$ cat src/rtl/rx_pkg.sv
// Shared definitions for the serial frame receiver: FSM state encoding.
package rx_pkg;

  typedef enum logic [1:0] {
    RX_IDLE = 2'd0,
    RX_DATA = 2'd1,
    RX_STOP = 2'd2
  } rx_state_t;

endpackage

$ cat src/rtl/rx_out_buf.sv
// One-entry valid/ready holding register for received words, with overflow pulse.
module rx_out_buf #(
  parameter int n = 4
) (
  input  logic         clk,
  input  logic         rst,
  input  logic         load,
  input  logic [n-1:0] din,
  input  logic         rdy,
  output logic [n-1:0] dout,
  output logic         vld,
  output logic         ovf
);

  logic free;

  // A word leaving this cycle frees the slot for a word arriving this cycle.
  assign free = !vld || rdy;

  always_ff @(posedge clk or negedge rst) begin
    if (!rst) begin
      dout <= '0;
      vld  <= 1'b0;
      ovf  <= 1'b0;
    end else begin
      ovf <= load && !free;
      if (load && free) begin
        dout <= din;
        vld  <= 1'b1;
      end else if (rdy) begin
        vld <= 1'b0;
      end
    end
  end

endmodule

$ cat src/rtl/serial_frame_rx.sv
// Serial-to-parallel frame receiver: start bit, n data bits LSB first, stop bit.
// Valid/ready on pout: a word transfers on any cycle where pout_vld && pout_rdy.
module serial_frame_rx
  import rx_pkg::*;
#(
  parameter int n = 4
) (
  input  logic         clk,
  input  logic         rst,
  input  logic         sin,
  input  logic         sin_vld,
  output logic [n-1:0] pout,
  output logic         pout_vld,
  input  logic         pout_rdy,
  output logic         frm_err,
  output logic         ovf
);

  localparam int CW = $clog2(n);
  localparam logic [CW-1:0] LAST = CW'(n - 1);

  rx_state_t     state, state_nx;
  logic [CW-1:0] cnt, cnt_nx;
  logic [n-1:0]  shreg, shreg_nx;
  logic          good, bad;

  always_ff @(posedge clk or negedge rst) begin
    if (!rst) begin
      state   <= RX_IDLE;
      cnt     <= '0;
      shreg   <= '0;
      frm_err <= 1'b0;
    end else begin
      state   <= state_nx;
      cnt     <= cnt_nx;
      shreg   <= shreg_nx;
      frm_err <= bad;
    end
  end

  always_comb begin
    state_nx = state;
    cnt_nx   = cnt;
    shreg_nx = shreg;
    good     = 1'b0;
    bad      = 1'b0;
    case (state)
      RX_IDLE: begin
        if (sin_vld && !sin) begin
          state_nx = RX_DATA;
          cnt_nx   = '0;
        end
      end
      RX_DATA: begin
        // Bits arrive LSB first, so shift in from the top.
        if (sin_vld) begin
          shreg_nx = {sin, shreg[n-1:1]};
          cnt_nx   = cnt + 1'b1;
          if (cnt == LAST) state_nx = RX_STOP;
        end
      end
      RX_STOP: begin
        if (sin_vld) begin
          good     = sin;
          bad      = !sin;
          state_nx = RX_IDLE;
        end
      end
      default: state_nx = RX_IDLE;
    endcase
  end

  rx_out_buf #(.n(n)) u_out_buf (
    .clk  (clk),
    .rst  (rst),
    .load (good),
    .din  (shreg),
    .rdy  (pout_rdy),
    .dout (pout),
    .vld  (pout_vld),
    .ovf  (ovf)
  );

endmodule

$ cat config.mk
export PLATFORM = sky130hd
export DESIGN_NAME = serial_frame_rx
export DESIGN_NICKNAME = d
export VERILOG_FILES = /design/src/rtl/rx_pkg.sv /design/src/rtl/rx_out_buf.sv /design/src/rtl/serial_frame_rx.sv
export SDC_FILE = /design/constraint.sdc
export NUM_CORES = 1
export LEC_CHECK = 0
export CORE_AREA = 2 2 39 41
export CTS_CLUSTER_DIAMETER = 40
export DETAILED_ROUTE_END_ITERATION = 10
export DIE_AREA = 0 0 41 43
export PLACE_DENSITY_LB_ADDON = 0.12
export SYNTH_ARGS = -nofsm -noshare
export SYNTH_HDL_FRONTEND = slang
export SYNTH_SLANG_ARGS = --single-unit
$ cat constraint.sdc
create_clock -name clk -period 1.8 [get_ports clk]
set_input_delay 0.36 -clock clk [delete_from_list [all_inputs] [get_ports clk]]
set_output_delay 0.36 -clock clk [all_outputs]
set_load 0.005 [all_outputs]
==> results_dict.tcl, run 1 <==
set metrics [dict create \
    cts-htree-levels 1 \
    period_minus_slack_ns 1.51 \
    drc 0 \
    slowest_delay_ns 0.50 \
    floorplan.die.height_um 43 \
    crit_slowest_cell "clkdlybuf4s50_1" \
    synth-async-reset-ratio 1.00 \
    ys_seq_elements 15 \
    diodes 0 \
    synth-xor-area-share 0 \
    holdCritPathClass "input port to asynchronous set/reset pin" \
    synth_top_cell_by_area "dfrtp_1" \
    cts_buffers 3 \
    synthTopCellsByCount "dfrtp_1 (15), mux2_2 (8), o21ai_0 (3)" \
    die_area_um2 1760 \
    initial_core_util 0.438 \
    vias 384 \
    grt_util_all_layers 0.148 \
    grt_pass1_vias 396 \
    area_delta_synth_final_pct 28.5 \
    cts.sinks 15 \
    critPathRequiredTime_ns 1.44 \
    power.density_nw_per_um2 1310 \
    cts-root-buf "clkbuf_4" \
    syn_inst 43 \
    clk_latency_ns 0.28 \
    tns_ns 0 \
    via_per_inst 5.05 \
    fin_nets 67 \
    worst_slew_pin_slew_ns 0.657 \
    cts_resized 0 \
    criticalPathCategory "register to primary output" \
    synth-compound-area-share 0.0620 \
    max_freq_ghz 0.661 \
    antenna_found_initial 0 \
    rsz0062_at_grt "false" \
    syn-cell-area_um2 606 \
    synth-simple-area-share 0.136 \
    synth_edf_count 0 \
    ys_types 17 \
    critPathMaxFanout 2 \
    arrival_ns 1.15 \
    leakage_nw 0.375 \
    synthAdderAreaFrac 0.0207 \
    boundaryPins 12 \
    start_kind "register" \
    synth_top_cell_area_share 0.620 \
    clk_path_buf_depth 2 \
    crit_family "buffers and inverters" \
    drt_wl_total_um 993 \
    ys_top_cells_by_area "dfrtp_1 (62%), mux2_2 (15%), o21ai_0 (2.5%)" \
    first_pass_iters 4 \
    wl_per_cell_um 13.1 \
    path_buf_inv 1 \
    dp_hpwl_um 774 \
    synth_top_family_by_area "multiplexers" \
    maxSlewViolCount 0 \
    fillCellCount 132 \
    tritoncts "yes" \
    synth_mux_area_frac 0.149 \
    grt_overflow_total 0 \
    clk_pin_slew_ns 0.09 \
    finalCritPeriodShare 0.841 \
    end_kind "primary output" \
    rows 14 \
    synth_seq_area_share 0.620 \
    peakVddDrop_mv 0.704 \
    hold_buffers 0 \
    setup_viol 0 \
    status "finished clean" \
    dp_cells 72 \
    portBuffers 11 \
    post_cts_buffers 0 \
    core-area_um2 1380 \
    maxCapViolCount 0 \
    grt_max_degree 16 \
    syn_area_per_cell_um2 14.1 \
    grt_pass1_wl_mm 1.68 \
    yosys_warnings 0 \
    postRouteAntennaNets 0 \
    cp_cell_sequence "clkdlybuf4s50_1" \
    drtIter0Drc 4 \
    dieWidth_um 41 \
    clock_skew_ns 0.00301 \
    hold_violations 0 \
    gp_congestion 0.649 \
    syn_nets 49 \
    final_cell_count_no_fill 76 \
    yosysMostFrequentCell "dfrtp_1" \
    synth_flop_cell "dfrtp_1" \
    drive_gt1_frac 0.267 \
    maxSlewHeadroom 0.561 \
]
[where the power goes]
part	internal (mW)	switching (mW)
sequential	0.453	0.0846
combinational	0.192	0.0961
clock	0.0824	0.107
total	0.728	0.288
[registers in the layout, indices dropped and copies added (netlist names)]
signal          count
cnt                 2
frm_err             1
shreg               4
state               2
u_out_buf.dout      4
u_out_buf.ovf       1
u_out_buf.vld       1
[kinds of logic after synthesis]
logic type               Yosys count
AO/OA/AOI/OAI                      6
adder cells (fa/ha/maj)            1
buffers and inverters              2
flip-flops                        15
multiplexers                       8
AND/OR/NAND/NOR                   11
[per-layer routing]
metal,routed length (um),GRT usage,vias to the layer above
li1,-,-,185
met1,417,0.174,187
met2,517,0.228,10
met3,52,0.0314,2
met4,5,0.100,0
met5,0,0,-
[through the flow]
| stage | setup WS [ns] | power (mW) | util | cell area (um^2) | hold WS, ns |
|---|---|---|---|---|---|
| 2_1_floorplan | 0.521 | 0.694 | - | 606 | 0.0644 |
| 3_3_place_gp | 0.110 | 0.813 | 0.542 | 751 | 0.488 |
| 3_5_place_dp | 0.0537 | 0.840 | 0.542 | 751 | 0.497 |
| 4_1_cts | 0.269 | 1.03 | 0.562 | 778 | 0.487 |
| 5_1_grt | 0.232 | 1.09 | 0.562 | 778 | 0.516 |
| 6_report | 0.286 | 1.02 | 0.562 | 778 | 0.475 |
[final timing paths]
check	start	end	slack [ns]	depth (start not counted)
min in group clk	shreg[0]	shreg[0]	0.52	1
hold / removal	rst	u_out_buf.dout[3]	0.48	1
setup reg to reg	state[0]	u_out_buf.dout[2]	0.45	3
max in group asynchronous	rst	cnt[0]	0.91	1
hold reg to reg	shreg[0]	shreg[0]	0.52	1
setup / recovery	u_out_buf.dout[2]	pout[2]	0.29	1
[final cells by class]
type,instances,area (um^2),area share
clock inverters,1,5.00,0.00643
clock buffers,3,22.5,0.0289
well taps,16,20.0,0.0257
inverters,2,7.51,0.00965
multi-input cells,26,223,0.286
repair buffers,13,125,0.161
flip-flops and latches,15,375,0.482
[placed cells by master (no fill, tap or decap)]
cell,count
o21ai_0,3
a22o_1,1
clkbuf_4,3
buf_4,2
nor2_1,1
clkinv_2,1
nor3b_1,1
nand4b_1,1
ha_1,1
a311oi_1,1
inv_1,2
clkdlybuf4s50_1,11
a21oi_1,1
dfrtp_1,15
nand3b_1,1
nor2b_4,1
nor2b_1,1
nand4b_2,1
mux2_2,8
nand2b_1,2
nand2_1,2
Power figures use the tool's default switching activity.
==> run 2, diff against run 1 <==
==> constraint.sdc (replaced) <==
create_clock -name clk -period 1.4 [get_ports clk]
set_input_delay 0.28 -clock clk [delete_from_list [all_inputs] [get_ports clk]]
set_output_delay 0.28 -clock clk [all_outputs]
set_load 0.005 [all_outputs]
==> run 2 against run 1 <==
- flip-flop and latch count stayed put
- sequential share of layout area shrank 2.6 points
- final cell count increased by 7.9%
- clock-buffer cell count stayed put
- hold slack got worse by 0.16 ns
- setup slack worse by 0.23 ns
- critical path type is now input port to register
- critical endpoint is now u_out_buf.dout[3]
- largest power group unchanged
==> results_dict.tcl, run 2 (same netlist as run 1, synthesis figures left out) <==
set metrics [dict create \
    rsz0062_at_grt "false" \
    wl_per_cell_um 11.1 \
    power.total_mw 1.29 \
    maxSlewHeadroom 0.832 \
    drive_gt1_frac 0.333 \
    critPathRequiredTime_ns 1.56 \
    finalCritPeriodShare 0.958 \
    end_kind "register" \
    fillCellCount 128 \
    clock_skew_ns 0.00431 \
    initial_core_util 0.438 \
    grt_pass1_wl_mm 1.63 \
    max_freq_ghz 0.746 \
    crit_family "buffers and inverters" \
    criticalPathCategory "input port to register" \
    grt_max_degree 16 \
    crit_slowest_cell "clkdlybuf4s50_1" \
    tns_ns 0 \
    start_kind "input port" \
    timing.rr.start "state[0]" \
    mostFrequentLayoutCells "dfrtp_1 (15), mux2_2 (8), buf_4 (8), dlygate4sd2_1 (5), clkdlybuf4s50_1 (4)" \
    boundaryPins 12 \
    area_delta_synth_final_pct 35.7 \
    core-area_um2 1380 \
    first_pass_iters 2 \
    cts-root-buf "clkbuf_4" \
    cts.sinks 15 \
    arrival_ns 1.50 \
    dieWidth_um 41 \
    final_common_cell "dfrtp_1" \
    critPathMaxFanout 4 \
    grt_overflow_total 0 \
    setup_viol 0 \
    grt_util_all_layers 0.137 \
    rr_endpoint "u_out_buf.dout[3]" \
    clk_latency_ns 0.27 \
    cts-htree-levels 1 \
    path_buf_inv 1 \
    drc 0 \
    clk_path_buf_depth 2 \
    drt_wl_total_um 911 \
    tritoncts "yes" \
    gp_congestion 0.656 \
    rows 14 \
    cp_cell_sequence "clkdlybuf4s50_1, nand4b_2, nor2b_4, mux2_2" \
    floorplan.die.height_um 43 \
    die_area_um2 1760 \
    hold_violations 0 \
    portBuffers 11 \
    post-route-cell-area_um2 822 \
    drtIter0Drc 1 \
    slowest_delay_ns 0.53 \
    rr_worst_depth 3 \
    crit_end "u_out_buf.dout[3]" \
    fin_nets 73 \
    placed_area_um2 788 \
    cp.depth 4 \
    diodes 0 \
    worst_slew_pin_slew_ns 0.249 \
    power.density_nw_per_um2 1570 \
    maxSlewViolCount 0 \
    hold_buffers 0 \
    startpoint "sin_vld" \
    postRouteAntennaNets 0 \
    grt_pass1_vias 431 \
    leakage_nw 0.463 \
    r2r_slack_ns 0.14 \
    period_minus_slack_ns 1.34 \
    status "finished clean" \
    top_regs "shreg x4, u_out_buf.dout x4" \
    clk_pin_slew_ns 0.08 \
    antenna_found_initial 0 \
    holdCritPathClass "input port to asynchronous set/reset pin" \
    via_per_inst 4.94 \
    peakVddDrop_mv 0.860 \
    maxCapViolCount 0 \
    vias 405 \
    cts_buffers 3 \
]
run 2: changes by cell type in the layout (fill, tap and decap cells not counted), sizes merged:
cell and change:
clkdlybuf4s50 -7, buf +6, dlygate4sd2 +5, dlymetal6s2s +2
run 2: area by class of cell:
| class | count | area, um^2 | area share |
|---|---|---|---|
| flip-flops and latches | 15 | 375 | 0.457 |
| multi-input cells | 26 | 223 | 0.271 |
| repair buffers | 19 | 169 | 0.205 |
| clock buffers | 3 | 22.5 | 0.0274 |
| well taps | 16 | 20.0 | 0.0244 |
| inverters | 2 | 7.51 | 0.00913 |
| clock inverters | 1 | 5.00 | 0.00609 |
run 2: stage by stage:
stage               setup WS (ns)  cells   util  hold slack [ns]
floorplan                   0.121     43      -          -0.0156
global placement           -0.189     77  0.570            0.488
detailed placement         -0.238     77  0.570            0.493
CTS                        0.0128     82  0.590            0.313
global route              0.00434     82  0.594            0.306
finish                     0.0592     82  0.594            0.311
run 2: worst register-to-register path: cells and delay by family, from the launching register on:
kind | cells | cell delay, ns
and+or+nand+nor | 2 | 0.42
muxes | 1 | 0.34
DFF | 1 | 0.38
run 2: what timing repair did:
action | 4_1_cts | 5_1_grt
setup endpoints to repair | 5 | 2
buffers inserted | 1 | 0
resized for setup | 5 | 2
run 2: routing by layer:
layer / global-route usage / vias up / part of all wire
li1: - / 202 / -
met1: 0.158 / 193 / 0.42
met2: 0.238 / 10 / 0.53
met3: 0.0314 / 0 / 0.048
met4: 0.0400 / 0 / 0
met5: 0 / - / 0
run 2: worst min-delay path by stage:
stage	end	depth (start not counted)	slack (ns)
after global routing	shreg[1]	2	0.31
after CTS	shreg[1]	2	0.31
final	shreg[1]	2	0.31
after detailed placement	cnt[1]	1	0.49
after floorplan	cnt[0]	0	-0.02
after global placement	cnt[1]	1	0.49
run 2: power by group:
part	internal, mW	switching [mW]	total [mW]
clock	0.106	0.122	0.228
sequential	0.583	0.0923	0.675
combinational	0.249	0.139	0.388
==> run 3, diff against run 2 <==
--- a/config.mk
+++ b/config.mk
@@ -5,11 +5,13 @@
 export SDC_FILE = /design/constraint.sdc
 export NUM_CORES = 1
 export LEC_CHECK = 0
+export CAP_MARGIN = 10
 export CORE_AREA = 2 2 39 41
 export CTS_CLUSTER_DIAMETER = 40
 export DETAILED_ROUTE_END_ITERATION = 10
 export DIE_AREA = 0 0 41 43
 export PLACE_DENSITY_LB_ADDON = 0.12
+export SETUP_SLACK_MARGIN = 0.15
 export SYNTH_ARGS = -nofsm -noshare
 export SYNTH_HDL_FRONTEND = slang
 export SYNTH_SLANG_ARGS = --single-unit
==> run 3 against run 2 <==
- combinational power rose by 23%
- setup slack improved by 0.095 ns
- clock-buffer cell count rose by 1
- die area did not move
- global-route usage rose by 4.7 points
==> results_dict.tcl, run 3 (same netlist as run 1, synthesis figures left out) <==
set metrics [dict create \
    grt_pass1_wl_mm 2.10 \
    seqCellArea_um2 377 \
    max_freq_ghz 0.803 \
    holdCritPathClass "input port to asynchronous set/reset pin" \
    rows 14 \
    power.share.switching 0.279 \
    clk_path_buf_depth 2 \
    internal_power_mw 1.00 \
    clk_pin_slew_ns 0.08 \
    crit_slowest_cell "dfrtp_1" \
    clk_latency_ns 0.28 \
    p_seq_frac 0.484 \
    top_regs "shreg x4, u_out_buf.dout x4" \
    netSwitchingPower_mw 0.388 \
    boundaryPins 12 \
    use_met1 0.222 \
    power_frac_clock 0.172 \
    first_pass_iters 1 \
    vias 430 \
    power.total_mw 1.39 \
    dieWidth_um 41 \
    cts-htree-levels 1 \
    grt_max_degree 16 \
    cts.sinks 15 \
    grt_util_all_layers 0.184 \
    whs_ns 0.315 \
    hold_violations 0 \
    slowest_delay_ns 0.41 \
    antenna_found_initial 0 \
    end_kind "primary output" \
    grt_pass1_vias 482 \
    cts-root-buf "clkbuf_4" \
    core-area_um2 1380 \
    finalWorstSetupSlack_ns 0.154 \
    leakage_nw 0.470 \
    drive_gt1_frac 0.386 \
    initial_core_util 0.438 \
    gp_congestion 0.650 \
    grt_overflow_total 0 \
    startpoint "u_out_buf.vld" \
    crit_family "flip-flops" \
    critPathMaxFanout 2 \
    floorplan.die.height_um 43 \
    busiest_layer "met2" \
    maxSlewViolCount 0 \
    wl_per_cell_um 13.9 \
    period_minus_slack_ns 1.25 \
    drtIter0Drc 0 \
    grt_use_met2 0.294 \
    start_kind "register" \
    peakVddDrop_mv 0.924 \
    drt_wl_total_mm 1.20 \
    criticalPathCategory "register to primary output" \
    maxSlewHeadroom 0.812 \
    p_comb_frac 0.344 \
    clock_skew_ns 0.00369 \
    tritoncts "yes" \
    fin_nets 77 \
    gr-usage-met3 0.0314 \
    timing.rr.start "state[0]" \
    die_area_um2 1760 \
    maxCapViolCount 0 \
    fillCellCount 118 \
    cts_buffers 3 \
    cp_cell_sequence "dlygate4sd2_1" \
    hold_buffers 0 \
    portBuffers 11 \
    post-place-ws_ns -0.345 \
    drc 0 \
    power.density_nw_per_um2 1610 \
    rsz0062_at_grt "true" \
    final_common_cell "dfrtp_1" \
    setup_viol 0 \
    diodes 0 \
    worst_slew_pin_slew_ns 0.283 \
    path_buf_inv 1 \
    via_per_inst 5.00 \
    finalCritPeriodShare 0.890 \
    postRouteAntennaNets 0 \
    arrival_ns 0.97 \
    area_delta_synth_final_pct 42.4 \
    mostFrequentLayoutCells "dfrtp_1 (14), buf_4 (12), dlygate4sd2_1 (9), mux2_2 (7)" \
    status "finished clean" \
    critPathRequiredTime_ns 1.12 \
    multi_input_comb_area_um2 243 \
    dp_hpwl_um 845 \
]
run 3: cell count changes in the layout (fill, tap and decap cells not counted), moves of 2 or more:
cell             delta
buf_4               +4
dlygate4sd2_1       +4
clkdlybuf4s50_1     -2
dlymetal6s2s_1      -2
run 3: path summary, 6_finish.rpt:
check / to / slack (ns) / cells past startpoint
max in group asynchronous: state[1] / 0.90 / 2
worst min register to register: cnt[1] / 0.52 / 1
worst max register to register: u_out_buf.dout[0] / 0.18 / 3
worst max-delay path: pout_vld / 0.15 / 1
worst min-delay path: u_out_buf.dout[1] / 0.32 / 2
min in group clk: frm_err / 0.49 / 3
run 3: per-stage QoR:
stage	util	area (um^2)	setup TNS (ns)	instances
final	0.623	862	0	86
after global routing	0.623	862	0	86
after CTS	0.604	836	0	84
after detailed placement	0.565	782	-2.43	75
after global placement	0.565	782	-1.78	75
after floorplan	-	614	0	43
run 3: power groups by stage:
stage                     registers, mW  clock network [mW]  logic, mW
final                             0.673               0.239      0.479
after floorplan                   0.677                   0      0.225
after global placement            0.689                   0      0.372
after detailed placement          0.703                   0      0.397
after global routing              0.696               0.267      0.540
after CTS                         0.675               0.249      0.466
run 3: cell type report:
cell class                      count  area share
Clock buffer                        4      0.0305
Sequential cell                    15       0.437
Timing Repair Buffer               23       0.219
Tap cell                           16      0.0232
Multi-Input combinational cell     26       0.282
Inverter                            2     0.00871
run 3: repair_timing:
action | 4_1_cts | 5_1_grt
pin swaps | 0 | 0
gates resized for setup | 10 | 2
endpoints found under the setup margin | 15 | 8
setup buffers | 5 | 2
run 3: layer usage:
metal  vias to the layer above  routed length, um
met5                         -                  0
met4                         0                 11
met3                         2                 48
met2                        10                629
met1                       208                507
li1                        210                  -
